### config.mk
export PLATFORM = sky130hd
export DESIGN_NAME = shift_normalizer_flat
export DESIGN_NICKNAME = d
export VERILOG_FILES = /design/src/rtl/shift_normalizer_pkg.sv /design/src/rtl/shift_normalizer_if.sv /design/src/rtl/shift_normalizer_step.sv /design/src/rtl/shift_normalizer.sv /design/src/flat_wrapper.sv
export SDC_FILE = /design/constraint.sdc
export NUM_CORES = 1
export LEC_CHECK = 0
export CORE_MARGIN = 10
export CORE_UTILIZATION = 45
export CTS_CLUSTER_SIZE = 40
export DETAILED_ROUTE_END_ITERATION = 8
export MAX_ROUTING_LAYER = met4
export PLACE_DENSITY_LB_ADDON = 0.12
export SLEW_MARGIN = 20
export SYNTH_ARGS = -nofsm -noshare
export SYNTH_HDL_FRONTEND = slang
export SYNTH_SLANG_ARGS = --single-unit
### constraint.sdc
create_clock -name clk -period 5.35 [get_ports clk]
set_clock_uncertainty 0.15 [all_clocks]
set_input_delay 1.605 -clock clk [delete_from_list [all_inputs] [get_ports clk]]
set_output_delay 1.605 -clock clk [all_outputs]
set_load 0.005 [all_outputs]
### src/rtl/shift_normalizer_pkg.sv
// Shared types and sizing for the shift normalizer.
// NORM_RIGHT_EN enables right (trailing-zero) mode.
package norm_pkg;

  localparam int N        = 32;
  localparam int MAX_STEP = 7;
  localparam int CNT_W    = $clog2(N + 1);
  localparam int K_W      = $clog2(MAX_STEP + 1);

  typedef enum logic [1:0] {
    IDLE,
    BUSY,
    DONE
  } norm_state_t;

  typedef enum logic {
    DIR_LEFT,
    DIR_RIGHT
  } norm_dir_t;

endpackage

### src/rtl/shift_normalizer_if.sv
// Start/done handshake and data bus of the normalizer.
// Dir_Sel exists only when NORM_RIGHT_EN is defined.
interface shift_normalizer_if;
  import norm_pkg::*;

  logic             Start;
  logic [N-1:0]     RN_In;
`ifdef NORM_RIGHT_EN
  logic             Dir_Sel;
`endif
  logic [N-1:0]     Shift_Out;
  logic [CNT_W-1:0] Count_Out;
  logic             Zero_Out;
  logic             Busy;
  logic             Done;

  modport master (
    output Start,
    output RN_In,
`ifdef NORM_RIGHT_EN
    output Dir_Sel,
`endif
    input  Shift_Out,
    input  Count_Out,
    input  Zero_Out,
    input  Busy,
    input  Done
  );

  modport slave (
    input  Start,
    input  RN_In,
`ifdef NORM_RIGHT_EN
    input  Dir_Sel,
`endif
    output Shift_Out,
    output Count_Out,
    output Zero_Out,
    output Busy,
    output Done
  );

endinterface

### src/rtl/shift_normalizer_step.sv
// Saturating zero count from the target end of W.
// Looks only at the first MAX_STEP bits; result 0..MAX_STEP.
module norm_step_cnt
  import norm_pkg::*;
(
  input  logic [N-1:0]   w_i,
  input  norm_dir_t      dir_i,
  output logic [K_W-1:0] k_o
);

  logic stop;

  // count zeros until the first one or the step limit
  always_comb begin
    k_o  = '0;
    stop = 1'b0;
    for (int i = 0; i < MAX_STEP; i++) begin
      if (!stop &&
          !((dir_i == DIR_RIGHT) ? w_i[i]
                                 : w_i[N-1-i]))
        k_o = k_o + 1'b1;
      else
        stop = 1'b1;
    end
  end

endmodule

### src/rtl/shift_normalizer.sv
// Multi-cycle normalizer, at most MAX_STEP bits per cycle.
// NORM_RIGHT_EN adds right mode via Dir_Sel.
module shift_normalizer
  import norm_pkg::*;
(
  input logic               clk,
  input logic               reset_n,
  shift_normalizer_if.slave bus
);

  norm_state_t      state_q;
  logic [N-1:0]     w_q;
  logic [N-1:0]     w_d;
  logic [CNT_W-1:0] c_q;
  logic [CNT_W-1:0] c_d;
  logic [N-1:0]     shift_q;
  logic [CNT_W-1:0] count_q;
  logic             zero_q;
  logic             busy_q;
  logic             done_q;
  logic [K_W-1:0]   k_w;
  logic             tgt_w;
  norm_dir_t        dir_w;

`ifdef NORM_RIGHT_EN
  norm_dir_t dir_q;

  // direction is captured together with the operand
  always_ff @(posedge clk or negedge reset_n) begin
    if (!reset_n)
      dir_q <= DIR_LEFT;
    else if (state_q == IDLE && bus.Start)
      dir_q <= norm_dir_t'(bus.Dir_Sel);
  end

  assign dir_w = dir_q;
`else
  assign dir_w = DIR_LEFT;
`endif

  norm_step_cnt u_step (
    .w_i   (w_q),
    .dir_i (dir_w),
    .k_o   (k_w)
  );

  // one step toward the target end, plus count
  always_comb begin
    c_d = c_q + CNT_W'(k_w);
`ifdef NORM_RIGHT_EN
    if (dir_w == DIR_RIGHT) begin
      tgt_w = w_q[0];
      w_d   = w_q >> k_w;
    end else begin
      tgt_w = w_q[N-1];
      w_d   = w_q << k_w;
    end
`else
    tgt_w = w_q[N-1];
    w_d   = w_q << k_w;
`endif
  end

  // control FSM with registered results
  always_ff @(posedge clk or negedge reset_n) begin
    if (!reset_n) begin
      state_q <= IDLE;
      w_q     <= '0;
      c_q     <= '0;
      shift_q <= '0;
      count_q <= '0;
      zero_q  <= 1'b0;
      busy_q  <= 1'b0;
      done_q  <= 1'b0;
    end else begin
      case (state_q)
        IDLE: begin
          done_q <= 1'b0;
          if (bus.Start) begin
            w_q     <= bus.RN_In;
            c_q     <= '0;
            zero_q  <= 1'b0;
            busy_q  <= 1'b1;
            state_q <= BUSY;
          end
        end
        BUSY: begin
          if (w_q == '0) begin
            zero_q  <= 1'b1;
            shift_q <= '0;
            count_q <= '0;
            c_q     <= '0;
            busy_q  <= 1'b0;
            done_q  <= 1'b1;
            state_q <= DONE;
          end else if (tgt_w) begin
            shift_q <= w_q;
            count_q <= c_q;
            busy_q  <= 1'b0;
            done_q  <= 1'b1;
            state_q <= DONE;
          end else begin
            w_q <= w_d;
            c_q <= c_d;
          end
        end
        DONE: begin
          done_q  <= 1'b0;
          state_q <= IDLE;
        end
        default: begin
          busy_q  <= 1'b0;
          done_q  <= 1'b0;
          state_q <= IDLE;
        end
      endcase
    end
  end

  assign bus.Shift_Out = shift_q;
  assign bus.Count_Out = count_q;
  assign bus.Zero_Out  = zero_q;
  assign bus.Busy      = busy_q;
  assign bus.Done      = done_q;

endmodule

### src/flat_wrapper.sv
// flat-port wrapper written by rule: the top's interface ports become plain ports
module shift_normalizer_flat import norm_pkg::*;
  (clk, reset_n, bus_Start, bus_RN_In, bus_Shift_Out, bus_Count_Out, bus_Zero_Out, bus_Busy, bus_Done);
  shift_normalizer_if bus_i ();
  input logic clk;
  input logic reset_n;
  input wire logic [$bits(bus_i.Start)-1:0] bus_Start;
  input wire logic [$bits(bus_i.RN_In)-1:0] bus_RN_In;
  output wire logic [$bits(bus_i.Shift_Out)-1:0] bus_Shift_Out;
  output wire logic [$bits(bus_i.Count_Out)-1:0] bus_Count_Out;
  output wire logic [$bits(bus_i.Zero_Out)-1:0] bus_Zero_Out;
  output wire logic [$bits(bus_i.Busy)-1:0] bus_Busy;
  output wire logic [$bits(bus_i.Done)-1:0] bus_Done;
  assign bus_i.Start = bus_Start;
  assign bus_i.RN_In = bus_RN_In;
  assign bus_Shift_Out = bus_i.Shift_Out;
  assign bus_Count_Out = bus_i.Count_Out;
  assign bus_Zero_Out = bus_i.Zero_Out;
  assign bus_Busy = bus_i.Busy;
  assign bus_Done = bus_i.Done;
  shift_normalizer u_core (.clk(clk), .reset_n(reset_n), .bus(bus_i));
endmodule
==> impl_metrics.csv, run 1 <==
group,metric,value,unit
critical_path,critical_path_required,5430,ps
synth,yosys-top-cells-area,"dfrtp_1 (46%), mux2i_1 (12%), a22o_1 (7.3%)",
die,die_w,119,µm
synth,yosys_warnings,0,
synth,synth.ff_latch_count,81,
run,drv_cap,0,
timing,final-hold-violation-count,0,
layout,drive_above_1_share,7.33,%
synth,synth-seq-area-share,45.9,%
timing,rsz0062_at_grt,"false",
worst_hold_path,hold_path.startpoint,"u_core.bus.Done",
synth,synth_top_area_share,45.9,%
run_status,status,"finished clean",
place,dp_hpwl,9030,µm
critical_path,worstPathMaxFanout,28,
synth,synthArstFlopShare,100,%
drt,dr_wl_met3,767,µm
global_route,overflow,0,
drt,routed_wl,12700,µm
clock_network,clock-sinks,81,
synth,synthMostInstantiatedCell,"dfrtp_1",
clock_network,cts_buffers,9,
synth,synthCells,429,
drt,wl_met2,5630,µm
critical_path,path_buf_inv,1,
drt,post_drt_wl_per_cell,20.4,µm
drt,ant_nets,0,
place,place_inst,608,
clock_network,cts_setup_buffers,0,
critical_path,rr_startpoint,"u_core.w_q[29]",
global_route,grt_pass1_wl,20300,µm
timing,period_needed,4760,ps
die,start_util,45.6,%
place,gp_congestion,0.933,
timing,tns,0,ps
global_route,antenna_found_initial,0,
drt,dr.max_layer_used,"met4",
synth,synth_edf_count,0,
critical_path,cp-end-kind,"flip-flop",
global_route,grt_max_degree,82,
clock_network,clk_latency,350,ps
drt,first_pass_iters,8,
clock_network,holdBufCountCts,0,
drt,drc_errors,0,
critical_path,crit_family,"adder cells",
timing,relSlewSlack,26.0,%
clock_network,root_buffer,"clkbuf_8",
timing,final-max-slew-violation-count,0,
critical_path,cp_common_cell,"ha_1",
power_and_ir_drop,ir_worst_vdd,0.318,mV
power_and_ir_drop,powerDensity,696,mW/mm²
layout,fin_nets,529,
drt,vias,3775,
critical_path,crit_chain,"nor2b_1 > nor2_1 > ha_1 > nor3_1 > nor2_1 > ha_1 > mux2i_1 > a21oi_1 > ha_1 > mux2i_1 > a211oi_1 > ha_1 > nand2b_1 > xnor2_1 > a211oi_1 > nand2b_1 > nor2b_2 > buf_4 > a21oi_1 > mux2_2",
global_route,grt_pass1_vias,3750,
critical_path,crit_arrival,4840,ps
die,die-area,0.0142,mm²
synth,netlist_area,0.00441,mm²
place,io_buffers,75,
timing,fin_crit_sh,88.9,%
clock_network,post_cts_resized,0,
synth,synthFlopType,"dfrtp_1",
layout,synthToLayoutAreaGrowth,23.3,%
synth,avgSynthCellArea,10.3,µm²
synth,synth.distinct_cells,46,
clock_network,h-tree-depth,3,
critical_path,cp-startpoint,"u_core.w_q[29]",
clock_network,cts.reportedPaths.clkPinSlew,80,ps
global_route,grt_usage,18.0,%
synth,ys_top_cells_by_count,"dfrtp_1 (81), mux2i_1 (52), nor2_1 (49)",
critical_path,slowest_stage,"dfrtp_1",
critical_path,slowest_delay,560,ps
die,ios,76,
critical_path,worstSetupStartpointType,"flip-flop",
drt,drt_iter0_markers,361,
timing,max_freq,0.210,GHz
clock_network,cts_tree,"done",
timing,setup_viol,0,
place,pre_cts_ws,612,ps
timing,worstMarginPinSlew,1110,ps
drt,wl_met1,6190,µm
die,row_count,36,
timing,fin_ws,591,ps
die,die_h,119,µm
critical_path,reg2reg_slack,590,ps
critical_path,critPathKind,"flip-flop to flip-flop",
drt,vias_per_cell,6.05,
synth,synth.largest_area_cell,"dfrtp_1",
power_and_ir_drop,p_leak,2.35,nW
synth,syn_nets,472,
layout,stdcell_count,624,
die,core_area,0.00968,mm²
clock_network,clock_path_buffers,2,
worst_hold_path,min_path_type,"flip-flop to flip-flop",
layout,n_antenna_cell,0,
==> power by group <==
| part | leakage, nW | switching (mW) | internal, mW |
|---|---|---|---|
| Combinational | 1.26 | 1.15 | 0.953 |
| Sequential | 0.988 | 0.324 | 0.897 |
| Clock | 0.103 | 0.232 | 0.229 |
| Total | 2.35 | 1.71 | 2.08 |
==> flip-flops by register name, indices dropped and copies added, names as in the netlist <==
register,flops
u_core.bus.Busy,1
u_core.bus.Count_Out,6
u_core.bus.Done,1
u_core.bus.Shift_Out,32
u_core.bus.Zero_Out,1
u_core.c_q,6
u_core.state_q,2
u_core.w_q,32
==> path summary, 6_finish.rpt <==
check                                           to  depth (start not counted)
min                                u_core.bus.Done                          2
min in group asynchronous  u_core.bus.Count_Out[3]                          1
min reg2reg                        u_core.bus.Done                          2
max in group asynchronous            u_core.w_q[8]                          1
max                                 u_core.w_q[31]                         20
max reg2reg                         u_core.w_q[31]                         20
==> final cells by class <==
| type | count | area, µm² |
|---|---|---|
| well taps | 133 | 166 |
| multi-input cells | 300 | 2200 |
| repair buffers | 82 | 805 |
| inverters | 12 | 45.0 |
| clock buffers | 10 | 138 |
| clock inverters | 6 | 65.1 |
| fillers | 907 | 4240 |
| flip-flops and latches | 81 | 2030 |
==> kinds of logic after synthesis <==
kind of cell,Yosys count,share of synthesized area (%)
xor gates and xnor gates,4,0.794
AOI/OAI and AO/OA,129,21.7
adders and majority gates,8,2.44
muxes,57,13.2
and+or+nand+nor,102,11.1
DFF,81,45.9
buffers and inverters,48,4.79
==> cell usage in the layout, fill, tap and decap left out, types with 5 or more instances in the layout <==
master           netlist  final
dfrtp_1               81     81
clkdlybuf4s50_1        0     74
mux2i_1               52     52
nor2_1                49     49
a22o_1                37     37
a21oi_1               37     36
a222oi_1              24     24
nand2_1               10     10
clkbuf_8               0     10
inv_1                  9      9
nand3_1                8      8
ha_1                   7      7
buf_4                  3      7
nor3_1                 6      6
a22oi_1                6      6
nand2b_1               5      5
nor2b_1                6      5
nor4_1                 5      5
o21ai_0                5      5
==> worst min-delay path, stage by stage (launching register included) <==
cell     delay (ps)
dfrtp_1         350
nand2_1          50
nand2_1          50
==> metal layers <==
metal / vias to the layer above / track usage, %
li1: 1740 / -
met1: 1870 / 25.1
met2: 155 / 25.8
met3: 10 / 3.92
met4: 0 / 4.50
met5: - / -
==> per-stage QoR <==
step           total power [mW]  utilization [%]  hold WS [ps]  cell area [µm²]
3_5_place_dp               3.31             54.1           320             5240
5_1_grt                    4.05             56.2           364             5440
4_1_cts                    3.79             56.2           338             5440
3_3_place_gp               3.28             54.1           313             5240
2_1_floorplan              2.58                -           321             4410
6_report                   3.79             56.2           332             5440
Note: power is estimated with default switching activity, not from simulation.
==> run 2, diff against run 1 <==
Settings changed: ABC_AREA set to 1, CORE_MARGIN 10 to 2.
==> impl_metrics.csv, run 2 <==
group,metric,value,unit
synth,synth.distinct_cells,32,
timing,whs,336,ps
synth,synth_top_area_share,41.3,%
critical_path,worstSetupStartpointType,"flip-flop",
power_and_ir_drop,ir_worst_vdd,0.320,mV
critical_path,critical_path_required,5450,ps
run_status,status,"finished clean",
die,ios,76,
die,die_h,108,µm
clock_network,h-tree-depth,3,
timing,max_freq,0.237,GHz
die,row_count,38,
clock_network,root_buffer,"clkbuf_8",
synth,synth_edf_count,0,
clock_network,cts_setup_buffers,0,
layout,n_antenna_cell,0,
timing,period_needed,4220,ps
worst_hold_path,min_to,"u_core.bus.Shift_Out[28]",
global_route,antenna_found_initial,0,
place,gp_congestion,0.892,
drt,drt_iter0_markers,344,
power_and_ir_drop,p_comb_share,63.1,%
layout,fin_nets,821,
critical_path,rr_startpoint,"u_core.w_q[30]",
power_and_ir_drop,clockPowerShare,11.3,%
layout,finish.utilization,54.8,%
power_and_ir_drop,intPower,2.07,mW
critical_path,worstPathMaxFanout,33,
synth,yosys-top-cells-area,"dfrtp_1 (41%), nand2_1 (22%), o21ai_0 (6.4%)",
layout,drive_above_1_share,5.11,%
timing,worstMarginPinSlew,850,ps
synth,synth.largest_area_cell,"dfrtp_1",
power_and_ir_drop,powerDensity,709,mW/mm²
clock_network,clock_path_buffers,2,
clock_network,clock-sinks,81,
global_route,grt_max_degree,82,
timing,fin_crit_sh,78.9,%
synth,synthArstFlopShare,100,%
global_route,grt_usage,23.9,%
power_and_ir_drop,p_total,4.18,mW
timing,rsz0062_at_grt,"false",
synth,yosys_warnings,0,
global_route,grt_pass1_wl,21500,µm
timing,final-max-slew-violation-count,0,
synth,synth-seq-area-share,41.3,%
power_and_ir_drop,sw_frac_of_total,50.4,%
layout,layout_commonest_cell,"nand2_1",
layout,final_cell_mix,"nand2_1 (293), inv_1 (81), dfrtp_1 (81)",
synth,synthFlopType,"dfrtp_1",
clock_network,cts_buffers,9,
synth,avgSynthCellArea,6.81,µm²
layout,fill_cells,1118,
critical_path,r2r_cells,23,
timing,final-hold-violation-count,0,
clock_network,post_cts_resized,0,
die,die-area,0.0118,mm²
timing,relSlewSlack,43.1,%
timing,fin_ws,1130,ps
layout,final-seq-area,0.00203,mm²
synth,syn_nets,764,
synth,synthMostInstantiatedCell,"nand2_1",
drt,post_drt_wl_per_cell,13.6,µm
critical_path,cp-end-kind,"flip-flop",
critical_path,r2r_end,"u_core.c_q[4]",
place,io_buffers,75,
clock_network,clk_latency,370,ps
drt,routed_wl,12600,µm
timing,tns,0,ps
drt,vias,4733,
layout,synthToLayoutAreaGrowth,19.9,%
worst_hold_path,min_path_type,"flip-flop to flip-flop",
critical_path,cp-startpoint,"u_core.w_q[30]",
clock_network,cts.reportedPaths.clkPinSlew,80,ps
drt,first_pass_iters,5,
synth,synth.ff_latch_count,81,
layout,multi_input_area,0.00239,mm²
worst_hold_path,hold_path.startpoint,"u_core.bus.Shift_Out[28]",
clock_network,cts_tree,"done",
worst_hold_path,whs_path_depth,2,
drt,drc_errors,0,
global_route,grt_pass1_vias,4466,
timing,setup_viol,0,
place,pre_cts_ws,1160,ps
critical_path,critPathKind,"flip-flop to flip-flop",
critical_path,reg2reg_slack,1130,ps
synth,netlist_area,0.00491,mm²
clock_network,holdBufCountCts,0,
run,drv_cap,0,
synth,ys_top_cells_by_count,"nand2_1 (294), dfrtp_1 (81), inv_1 (81)",
die,start_util,45.7,%
global_route,overflow,0,
drt,vias_per_cell,5.13,
synth,synthCells,721,
power_and_ir_drop,p_leak,2.94,nW
power_and_ir_drop,power_frac_seq,25.6,%
die,die_w,108,µm
place,dp_hpwl,8770,µm
power_and_ir_drop,p_switching,2.11,mW
die,core_area,0.0107,mm²
drt,ant_nets,0,
critical_path,crit_arrival,4320,ps
run 2: cell type report:
class / count / share of cell area [%]
Multi-Input combinational cell: 523 / 40.5
Sequential cell: 81 / 34.4
Timing Repair Buffer: 78 / 13.1
Inverter: 85 / 5.46
Tap cell: 140 / 2.97
Clock buffer: 12 / 2.63
Clock inverter: 4 / 0.871
run 2: routing by layer:
layer	GRT usage (%)	vias up	part of all wire, %
met1	32.0	2178	47
li1	-	2390	-
met5	-	-	0
met2	36.5	145	46
met3	5.12	20	6.2
met4	7.14	0	1.7
run 2: worst max-delay path, stage by stage (launching register included):
cell and delay (ps):
dfrtp_1 430, inv_1 80, a21oi_1 190, ha_1 270
inv_1 60, nand2_1 40, nand2_1 80, inv_1 40
ha_1 260, inv_1 60, nand4_1 120, nand2_1 120
inv_1 50, ha_1 280, nand2_1 100, nand2_1 60
ha_1 300, or2_4 130, nand2_4 210, fa_1 500
o21ai_0 250, nand2_1 80, nor3_1 180, nor3_1 80
run 2: power by group through the flow:
stage	Sequential (mW)	Combinational (mW)	Clock, mW
after floorplan	1.07	1.91	0
after CTS	1.07	2.65	0.483
after global placement	1.07	2.60	0
final	1.07	2.64	0.472
after detailed placement	1.08	2.63	0
after global routing	1.11	3.04	0.506
run 2: worst max path at each step:
stage / endpoint / cells past startpoint
CTS: u_core.c_q[4] / 23
detailed placement: u_core.c_q[4] / 23
global route: u_core.c_q[4] / 23
floorplan: u_core.c_q[4] / 24
finish: u_core.c_q[4] / 23
global placement: u_core.c_q[4] / 23
run 2: logic make-up (layout without fill, tap and decap cells):
| family | count (synthesis) | after routing | share of synthesized area (%) |
|---|---|---|---|
| AO/OA/AOI/OAI | 110 | 110 | 11.5 |
| XOR/XNOR | 1 | 1 | 0.178 |
| adder cells (fa/ha/maj) | 8 | 8 | 2.19 |
| buffers and inverters | 117 | 179 | 10.4 |
| flip-flops | 81 | 81 | 41.3 |
| AND/OR/NAND/NOR | 404 | 404 | 34.5 |
run 2: metrics by stage:
stage | instance area (µm²) | cells
after floorplan | 4910 | 721
after global placement | 5680 | 907
after detailed placement | 5680 | 907
after CTS | 5880 | 923
after global routing | 5890 | 923
final | 5890 | 923
==> run 3, diff against run 2 <==
Clock period 5.35 ns to 3.8 ns, I/O delays scaled along.
==> impl_metrics.csv, run 3 (synthesis gave the netlist of run 2 again) <==
group,metric,value,unit
place,io_buffers,75,
timing,setup_viol,0,
critical_path,slowest_stage,"dfrtp_1",
layout,n_antenna_cell,0,
drt,post_drt_wl_per_cell,14.1,µm
die,ios,76,
layout,fin_nets,832,
timing,relSlewSlack,49.1,%
drt,first_pass_iters,5,
worst_hold_path,min_path_type,"flip-flop to flip-flop",
timing,final-hold-violation-count,0,
critical_path,rr_startpoint,"u_core.w_q[30]",
worst_hold_path,whs_path_depth,2,
critical_path,worstSetupStartpointType,"flip-flop",
critical_path,r2r_cells,28,
worst_hold_path,min_to,"u_core.bus.Done",
power_and_ir_drop,ir_worst_vdd,0.541,mV
layout,synthToLayoutAreaGrowth,24.2,%
power_and_ir_drop,p_leak,3.01,nW
die,row_count,38,
timing,rsz0062_at_grt,"true",
place,gp_congestion,0.920,
die,start_util,45.7,%
critical_path,worstPathMaxFanout,3,
critical_path,reg2reg_slack,160,ps
global_route,grt_usage,24.3,%
power_and_ir_drop,p_total,6.26,mW
timing,final-max-slew-violation-count,0,
critical_path,critPathKind,"flip-flop to flip-flop",
critical_path,slowest_delay,410,ps
global_route,antenna_found_initial,0,
die,die_w,108,µm
critical_path,r2r_end,"u_core.c_q[5]",
worst_hold_path,hold_path.startpoint,"u_core.bus.Done",
run,drv_cap,0,
timing,max_freq,0.275,GHz
drt,drc_errors,0,
clock_network,cts.reportedPaths.clkPinSlew,80,ps
clock_network,h-tree-depth,3,
global_route,grt_max_degree,82,
clock_network,holdBufCountCts,0,
clock_network,cts_tree,"done",
die,die-area,0.0118,mm²
clock_network,clock-sinks,81,
critical_path,crit_arrival,3770,ps
timing,period_needed,3640,ps
clock_network,cts_buffers,9,
drt,ant_nets,0,
power_and_ir_drop,powerDensity,1030,mW/mm²
global_route,grt_pass1_vias,4508,
timing,fin_crit_sh,95.7,%
clock_network,root_buffer,"clkbuf_8",
global_route,grt_pass1_wl,21800,µm
layout,layout_commonest_cell,"nand2_1",
clock_network,clock_path_buffers,2,
critical_path,cp-end-kind,"flip-flop",
layout,multi_input_area,0.00246,mm²
place,pre_cts_ws,-76.6,ps
layout,drive_above_1_share,7.82,%
clock_network,clk_latency,360,ps
timing,worstMarginPinSlew,764,ps
layout,final_cell_mix,"nand2_1 (290), dfrtp_1 (81), inv_1 (77)",
global_route,overflow,0,
drt,routed_wl,13100,µm
drt,drt_iter0_markers,247,
layout,final-seq-area,0.00203,mm²
die,die_h,108,µm
drt,vias,4741,
drt,vias_per_cell,5.08,
layout,fill_cells,1094,
place,dp_hpwl,9250,µm
die,core_area,0.0107,mm²
critical_path,critical_path_required,3930,ps
run_status,status,"finished clean",
timing,fin_ws,165,ps
critical_path,cp-startpoint,"u_core.w_q[30]",
==> run 3: cell count changes in the layout (fill, tap and decap cells not counted), sizes merged <==
cell      change
bufinv        +2
buf          +11
clkinv        -2
clkinvlp      -1
==> run 3: final cells by class <==
class | instances | share of cell area, %
Clock inverter | 3 | 1.48
Clock buffer | 12 | 2.21
Sequential cell | 81 | 33.2
Multi-Input combinational cell | 523 | 40.4
Inverter | 85 | 5.35
Timing Repair Buffer | 89 | 14.5
Tap cell | 140 | 2.87
==> run 3: power breakdown <==
group	switching [mW]	internal (mW)	total, mW
registers	0.234	1.27	1.51
clock network	0.312	0.434	0.747
logic	2.53	1.47	4.00
==> run 3: routing by layer <==
layer	global-route usage, %	wire length, µm
met1	33.5	6240
met2	36.5	6100
met3	4.46	619
met4	7.05	176
met5	-	0
==> run 3: timing repair <==
item	in CTS	in global routing
pin swaps	0	15
gates resized for setup	3	20
endpoints found under the setup margin	2	30
buffers inserted	0	1
==> run 3: critical path: cells and delay by family (launching register included) <==
kind | cells | cell delay (ps)
DFF | 1 | 410
buffers and inverters | 8 | 460
AOI/OAI and AO/OA | 2 | 210
and+or+nand+nor | 13 | 1210
adders and majority gates | 5 | 1140
==> run 3: per-stage QoR <==
stage / util [%] / instance area (µm²) / cells / TNS (ps) / hold WS (ps)
final: 56.8 / 6100 / 933 / 0 / 331
after global routing: 56.8 / 6100 / 933 / -90.3 / 366
after CTS: 55.9 / 6010 / 932 / 0 / 338
after detailed placement: 53.8 / 5780 / 917 / -91.6 / 316
after global placement: 53.8 / 5780 / 917 / 0 / 315
after floorplan: - / 4910 / 721 / 0 / 315
==> run 3: how the worst max path moves through the flow <==
stage	endpoint	cells past startpoint	slack, ps
6_report	u_core.c_q[5]	28	160
5_1_grt	u_core.c_q[5]	28	-70
4_1_cts	u_core.c_q[5]	28	7
3_5_place_dp	u_core.c_q[5]	27	-80
3_3_place_gp	u_core.c_q[4]	22	50
2_1_floorplan	u_core.c_q[4]	24	10
